### config.mk
export PLATFORM = sky130hd
export DESIGN_NAME = maxpool_window_ctrl
export DESIGN_NICKNAME = d
export VERILOG_FILES = /design/src/rtl/maxpool_window_ctrl_pkg.sv /design/src/rtl/maxpool_line_buf.sv /design/src/rtl/maxpool_window_ctrl.sv
export SDC_FILE = /design/constraint.sdc
export NUM_CORES = 1
export LEC_CHECK = 0
export ABC_CLOCK_PERIOD_IN_PS = 2470
export CORE_MARGIN = 10
export CORE_UTILIZATION = 63
export CTS_BUF_LIST = sky130_fd_sc_hd__clkbuf_8
export CTS_CLUSTER_DIAMETER = 50
export DETAILED_ROUTE_END_ITERATION = 16
export PLACE_DENSITY = 0.78
export SYNTH_ARGS = -nofsm -noshare
export SYNTH_HDL_FRONTEND = slang
export SYNTH_HIERARCHICAL = 1
export SYNTH_SLANG_ARGS = --single-unit
### constraint.sdc
create_clock -name clk -period 2.47 [get_ports clk]
set_input_delay 0.6175 -clock clk [delete_from_list [all_inputs] [get_ports clk]]
set_output_delay 0.6175 -clock clk [all_outputs]
set_load 0.05 [all_outputs]
### src/rtl/maxpool_window_ctrl_pkg.sv
// Shared types and default geometry for the 2x2 max-pool window controller.
package maxpool_window_ctrl_pkg;

  localparam int unsigned DEF_DATA_W = 8;
  localparam int unsigned DEF_IMG_W  = 28;
  localparam int unsigned DEF_IMG_H  = 28;

  typedef enum logic [1:0] {
    IDLE    = 2'd0,
    ROW_TOP = 2'd1,
    ROW_BOT = 2'd2,
    FLUSH   = 2'd3
  } state_t;

endpackage

### src/rtl/maxpool_line_buf.sv
// One-row line buffer: single write port, asynchronous read of the even/odd column pair.
module maxpool_line_buf
  import maxpool_window_ctrl_pkg::*;
#(
  parameter int unsigned DATA_W = DEF_DATA_W,
  parameter int unsigned DEPTH  = DEF_IMG_W,
  localparam int unsigned ADDR_W = $clog2(DEPTH)
) (
  input  logic                     clk,
  input  logic                     we,
  input  logic [ADDR_W-1:0]        addr,
  input  logic signed [DATA_W-1:0] wdata,
  output logic signed [DATA_W-1:0] rd_prev,
  output logic signed [DATA_W-1:0] rd_cur
);

  logic signed [DATA_W-1:0] mem [DEPTH];
  logic [ADDR_W-1:0]        prev_addr;

  // Clearing the LSB gives col-1 for odd columns and never leaves the array range.
  assign prev_addr = addr & ~ADDR_W'(1);

  always_ff @(posedge clk) begin
    if (we) mem[addr] <= wdata;
  end

  assign rd_prev = mem[prev_addr];
  assign rd_cur  = mem[addr];

endmodule

### src/rtl/maxpool_window_ctrl.sv
// Streams a row-major frame and emits non-overlapping 2x2 windows for an external pool stage.
module maxpool_window_ctrl
  import maxpool_window_ctrl_pkg::*;
#(
  parameter int unsigned DATA_W = DEF_DATA_W,
  parameter int unsigned IMG_W  = DEF_IMG_W,
  parameter int unsigned IMG_H  = DEF_IMG_H
) (
  input  logic                     clk,
  input  logic                     rst_n,
  input  logic                     start,
  output logic                     busy,
  output logic                     done,
  input  logic                     s_valid,
  output logic                     s_ready,
  input  logic signed [DATA_W-1:0] s_data,
  output logic                     win_valid,
  output logic signed [DATA_W-1:0] p00,
  output logic signed [DATA_W-1:0] p01,
  output logic signed [DATA_W-1:0] p10,
  output logic signed [DATA_W-1:0] p11
);

  localparam int unsigned COL_W = $clog2(IMG_W);
  localparam int unsigned ROW_W = $clog2(IMG_H);

  state_t                   state, next_state;
  logic [COL_W-1:0]         col;
  logic [ROW_W-1:0]         row;
  logic signed [DATA_W-1:0] hold;
  logic signed [DATA_W-1:0] lb_prev, lb_cur;
  logic                     flush_last, flush_last_d;
  logic                     xfer, col_last, row_last;
  logic                     ctr_clr, lb_we, hold_we, win_we, done_d;

  assign xfer     = s_valid & s_ready;
  assign col_last = (col == COL_W'(IMG_W - 1));
  assign row_last = (row == ROW_W'(IMG_H - 1));

  maxpool_line_buf #(
    .DATA_W (DATA_W),
    .DEPTH  (IMG_W)
  ) u_line_buf (
    .clk     (clk),
    .we      (lb_we),
    .addr    (col),
    .wdata   (s_data),
    .rd_prev (lb_prev),
    .rd_cur  (lb_cur)
  );

  always_ff @(posedge clk or negedge rst_n) begin
    if (!rst_n) begin
      state      <= IDLE;
      flush_last <= 1'b0;
    end else begin
      state      <= next_state;
      flush_last <= flush_last_d;
    end
  end

  // FLUSH spans two cycles: the last window, then the done cycle, so a start
  // coinciding with done still lands outside IDLE and is ignored.
  always_comb begin
    next_state   = state;
    flush_last_d = 1'b0;
    ctr_clr      = 1'b0;
    lb_we        = 1'b0;
    hold_we      = 1'b0;
    win_we       = 1'b0;
    done_d       = 1'b0;
    case (state)
      IDLE: begin
        if (start) begin
          next_state = ROW_TOP;
          ctr_clr    = 1'b1;
        end
      end
      ROW_TOP: begin
        if (xfer) begin
          lb_we = 1'b1;
          if (col_last) next_state = row_last ? FLUSH : ROW_BOT;
        end
      end
      ROW_BOT: begin
        if (xfer) begin
          win_we  = col[0];
          hold_we = ~col[0];
          if (col_last) next_state = row_last ? FLUSH : ROW_TOP;
        end
      end
      FLUSH: begin
        if (flush_last) begin
          next_state = IDLE;
        end else begin
          flush_last_d = 1'b1;
          done_d       = 1'b1;
        end
      end
      default: next_state = IDLE;
    endcase
  end

  // Raster counters.
  always_ff @(posedge clk or negedge rst_n) begin
    if (!rst_n) begin
      col <= '0;
      row <= '0;
    end else if (ctr_clr) begin
      col <= '0;
      row <= '0;
    end else if (xfer) begin
      if (col_last) begin
        col <= '0;
        row <= row + ROW_W'(1);
      end else begin
        col <= col + COL_W'(1);
      end
    end
  end

  // Registered handshake, status and window outputs.
  always_ff @(posedge clk or negedge rst_n) begin
    if (!rst_n) begin
      s_ready   <= 1'b0;
      busy      <= 1'b0;
      done      <= 1'b0;
      win_valid <= 1'b0;
      hold      <= '0;
      p00       <= '0;
      p01       <= '0;
      p10       <= '0;
      p11       <= '0;
    end else begin
      s_ready   <= (next_state == ROW_TOP) || (next_state == ROW_BOT);
      busy      <= (next_state != IDLE);
      done      <= done_d;
      win_valid <= win_we;
      if (hold_we) hold <= s_data;
      if (win_we) begin
        p00 <= lb_prev;
        p01 <= lb_cur;
        p10 <= hold;
        p11 <= s_data;
      end
    end
  end

endmodule

Yosys cells after proc, flatten, opt, wreduce, memory -nomap -nowiden:

Memories as Yosys holds them, arrays and structs flattened. A register that Yosys moved wholly into a read port is not among the register bits.
Index checks and enable logic that the tools add are counted.

* add/subtract/negate cells: 2
* equal/unequal tests: 7
* multiplexer cells: 27
* bitwise logic cells: 2
* reduce and logical (&&, ||, !) cells: 8

Operators by type and width (number)
* two-way mux 5 bit: 6
* two-way mux 2 bit: 7
* two-way mux 1 bit: 13
* adder 5 x 1 -> 5 bit (second input constant): 2
* == test 5 bit (second input constant): 2
* one-hot mux 2 bit (4 select lines): 1
* == test 2 bit (second input constant): 3
* nonzero test 2 bit: 3
* == test 2 x 1 -> 1 bit (second input constant): 2
* logical NOT 1 bit: 2
* logical NOT 2 bit: 1
* AND reduction 2 bit: 1
* bitwise AND 1 bit: 1
* logical OR 1 bit: 1
* NOT 1 bit: 1

* flip-flop bits (word level): 40
* bits in writable memories: 224
* input bits: 12
* output and inout bits: 36
* word-level logic and storage cells: 57
* memories kept: 1

Memories
* u_line_buf.mem: words 28, width 8, read ports 2, clocked after Yosys merged registers in 2, write ports 1, RTL line maxpool_line_buf.sv:17 `logic signed [DATA_W-1:0] mem [DEPTH];`

Longest topological paths before layout:

* depth in word-level cells: 7
* mapped depth: 9

Modules after synthesis:

The synthesis kept the hierarchy.

By module, submodules not included
* maxpool_line_buf: instances 1, cells an instance 551, area an instance 9719.3 um^2
* maxpool_window_ctrl: instances 1, cells an instance 166, area an instance 2303.5 um^2

Worst setup path after synthesis:

Ideal clock, no wire load.

* path type: register -> register
* start: reg s_ready
* end: mem u_line_buf/mem[26][0] (netlist bit), enable pin
* library setup time: 0.370 ns
* data arrival time: 1.851 ns
* required time: 2.100 ns
* setup slack: 0.249 ns
* stages on the path, launching flop included: 6
* buffers on the path: 1
* cell sequence: dfrtp_1 -> nand2_1 -> clkbuf_1 -> nor2_1 -> nand3_1 -> nor2_1

* longest elaborated chain between the ends: 5

Ends and longest elaborated chain
* start, declared: RTL line maxpool_window_ctrl.sv:15 `output logic s_ready,`
* start signal, assigned: RTL line maxpool_window_ctrl.sv:135 `s_ready <= (next_state == ROW_TOP) || (next_state == ROW_BOT);`
* bitwise AND 1 bit: RTL line maxpool_window_ctrl.sv:36 `assign xfer = s_valid & s_ready;`
* two-way mux 1 bit: RTL line maxpool_window_ctrl.sv:80 `if (xfer) begin`
* two-way mux 1 bit: RTL line maxpool_window_ctrl.sv:72 `case (state)`
* named net lb_we: RTL line maxpool_window_ctrl.sv:34 `logic ctr_clr, lb_we, hold_we, win_we, done_d;`
* two-way mux 1 bit: RTL line maxpool_line_buf.sv:24 `if (we) mem[addr] <= wdata;`
* two-way mux 1 bit (not written as such): RTL line maxpool_line_buf.sv:24
* end, declared: RTL line maxpool_line_buf.sv:17

The timed path passes the listed nets, and every way through them passes these cells.

==> impl_metrics.json <==
{
  "final_util_pct": 75.01,
  "maxCapViolCount": 0,
  "synthCells": 717,
  "rows": 50,
  "pin_count": 48,
  "seqPwrFrac_pct": 40.3,
  "clock_path_buffers": 3,
  "fmax_ghz": 0.4118,
  "globalplace.congestion": 0.9653,
  "drcViolationCount": 0,
  "grt_usage_pct": 24.67,
  "worstSetupStartpoint": "col[1]",
  "slowest_stage": "dfrtp_4",
  "power_density_nw_per_um2": 997.8,
  "max_stage_delay_ns": 0.61,
  "antenna_found_initial": 0,
  "yosysSeqAreaShare_pct": 67.60,
  "crit_path_start_kind": "flop",
  "dpl-instance-area_um2": 13250,
  "die_height_um": 158.1,
  "worstPathCellList": "buf_12 -> mux2i_1 -> o22ai_1 -> a211oi_1 -> buf_4 -> nand3_1 -> mux2_1",
  "critical_path_class": "flop to flop",
  "worst_pin_slew_ns": 0.6689,
  "diodes": 0,
  "total_power_uw": 14050,
  "power.share.clock_pct": 25.2,
  "crit_family": "multiplexers",
  "port_buffers": 47,
  "ys_warn_count": 6,
  "cts_tree": "yes",
  "die_w_um": 158.1,
  "crit_fanout": 16,
  "htreeDepth": 2,
  "path_clk_slew_ns": 0.05,
  "design.core.area_um2": 18770,
  "grt_pass1_vias": 7538,
  "clkSinkCount": 280,
  "hpwl_um": 21320,
  "power_switching_uw": 4721,
  "final.period_utilization_pct": 98.33,
  "syn_area_per_cell_um2": 16.77,
  "cts_root_buffer": "clkbuf_8",
  "layout_commonest_cell": "edfxtp_1",
  "outcome": "complete, no violations",
  "gr-total-overflow": 0,
  "drt-total-wl_um": 30160,
  "setup_viol": 0,
  "initial_core_util_pct": 64.06,
  "hold_class": "input port to async pin",
  "drt-vias-per-instance": 6.660,
  "num-nets-final": 870,
  "combPwrFrac_pct": 34.5,
  "rsz0062_at_grt": "no",
  "p_sw_share_pct": 33.61,
  "async_flop_share_pct": 20.00,
  "required_ns": 2.89,
  "crit_cells": 7,
  "fin_crit_ns": 2.429,
  "synth_edf_count": 224,
  "synth_nets": 732,
  "final_area_um2": 14080,
  "reg2reg_depth": 7,
  "hold_viol": 0,
  "peakVddDrop_v": 0.0007092,
  "fin_worst_skew_ns": 0.02220,
  "post_cts_resized": 0,
  "vias": 7473,
  "critPathBufInv": 2,
  "drv_slew": 0,
  "slew_headroom_pct": 55.41,
  "intPower_uw": 9325,
  "grt_pass1_wl_um": 45660,
  "insertion_delay_ns": 0.55,
  "synth_cell_types": 55,
  "total_leakage_power_uw": 0.005198,
  "synthFlopType": "edfxtp_1",
  "drive_gt1_share_pct": 23.65,
  "grt_max_degree": 46,
  "first_iter_violations": 1051,
  "cts_inserted_buffers": 45,
  "syn_area_um2": 12020,
  "layout_common_cells": "224 x edfxtp_1, 76 x buf_4, 74 x mux2i_1",
  "endpoint_kind": "flop",
  "cp.arrival_ns": 2.85,
  "r2r_start": "col[1]",
  "die-area_um2": 25010,
  "drt_first_pass_iters": 5,
  "area_growth_pct": 17.09,
  "route.detailed.wl_per_inst_um": 26.88,
  "ys_seq_elements": 280,
  "ant_nets": 0
}
[sequential cells by signal, summed over array words and instances (netlist names)]
name            cells
p10                 8
done                1
hold                8
win_valid           1
col                 5
u_line_buf/mem    224
busy                1
p01                 8
row                 5
p00                 8
s_ready             1
state               2
p11                 8
[layer usage]
metal | part of all wire, % | track usage (%) | vias to the layer above
li1 | - | - | 3156
met1 | 39 | 33.33 | 3759
met2 | 47 | 38.88 | 489
met3 | 11 | 6.214 | 69
met4 | 2.9 | 7.543 | 0
met5 | 0 | 0 | -
[final timing paths]
check / to / slack (ns)
setup reg to reg: p01[6] / 0.04
hold / removal: p01[5] / 0.08
hold reg to reg: p01[3] / 0.49
min in group clk: p01[3] / 0.49
max in group asynchronous: row[2] / 1.75
setup / recovery: p01[6] / 0.04
[what timing repair did]
action	4_1_cts	5_1_grt
endpoints found under the hold margin	0	0
setup endpoints to repair	1	0
hold buffers	0	0
buffers inserted	1	0
[worst reg2reg max path, cell delays in order (launching register included)]
cell,delay (ns)
dfrtp_4,0.61
buf_12,0.23
mux2i_1,0.35
o22ai_1,0.14
a211oi_1,0.43
buf_4,0.19
nand3_1,0.08
mux2_1,0.29
[power groups by stage]
stage                     combinational (uW)  clock, uW  sequential [uW]
after detailed placement                4690          0             5780
after CTS                               4780       3600             5660
after global placement                  4600          0             5760
after floorplan                         3040          0             5840
final                                   4840       3540             5660
after global routing                    5070       3830             5690
[synth_stat cells (12+ instances only)]
master    count  area [um2]
buf_2        13       65.06
mux2i_1      74       740.7
mux4_2       38       855.8
o22ai_1      15       93.84
nor2_1       37       138.9
edfxtp_1    224        6726
nand2_1      29       108.9
a22oi_1      13       97.59
buf_4        12       90.09
mux2_2       17       191.4
mux2_1       29       326.6
a21oi_1      13       65.06
dfrtp_1      56        1401
nand3_1      29       145.1
[through the flow]
step | hold slack (ns) | setup TNS (ns) | setup slack [ns] | cells
after floorplan | 0.3219 | 0 | 0.2486 | 717
after global placement | 0.4638 | 0 | 0.03025 | 1041
after detailed placement | 0.4757 | -0.01739 | -0.01739 | 1041
after CTS | 0.08438 | 0 | 0.09214 | 1122
after global routing | 0.09801 | 0 | 0.008455 | 1122
final | 0.08368 | 0 | 0.04137 | 1122
[area by class of cell]
class | count | area (um2)
clock buffers | 50 | 688.2
clock inverters | 30 | 126.4
fillers | 1122 | 4691
inverters | 6 | 22.52
multi-input cells | 390 | 3603
flip-flops and latches | 280 | 8133
well taps | 234 | 292.8
repair buffers | 132 | 1211
[cells by family (layout without fill, tap and decap cells)]
family	after synthesis	count (layout)	share of synthesized area [%]
muxes	163	163	18.68
AOI/OAI and AO/OA	84	84	4.912
adders and majority gates	3	3	0.3122
and+or+nand+nor	140	140	6.067
DFF	280	280	67.60
buffers and inverters	47	218	2.425
(Power assumes the default switching activity.)
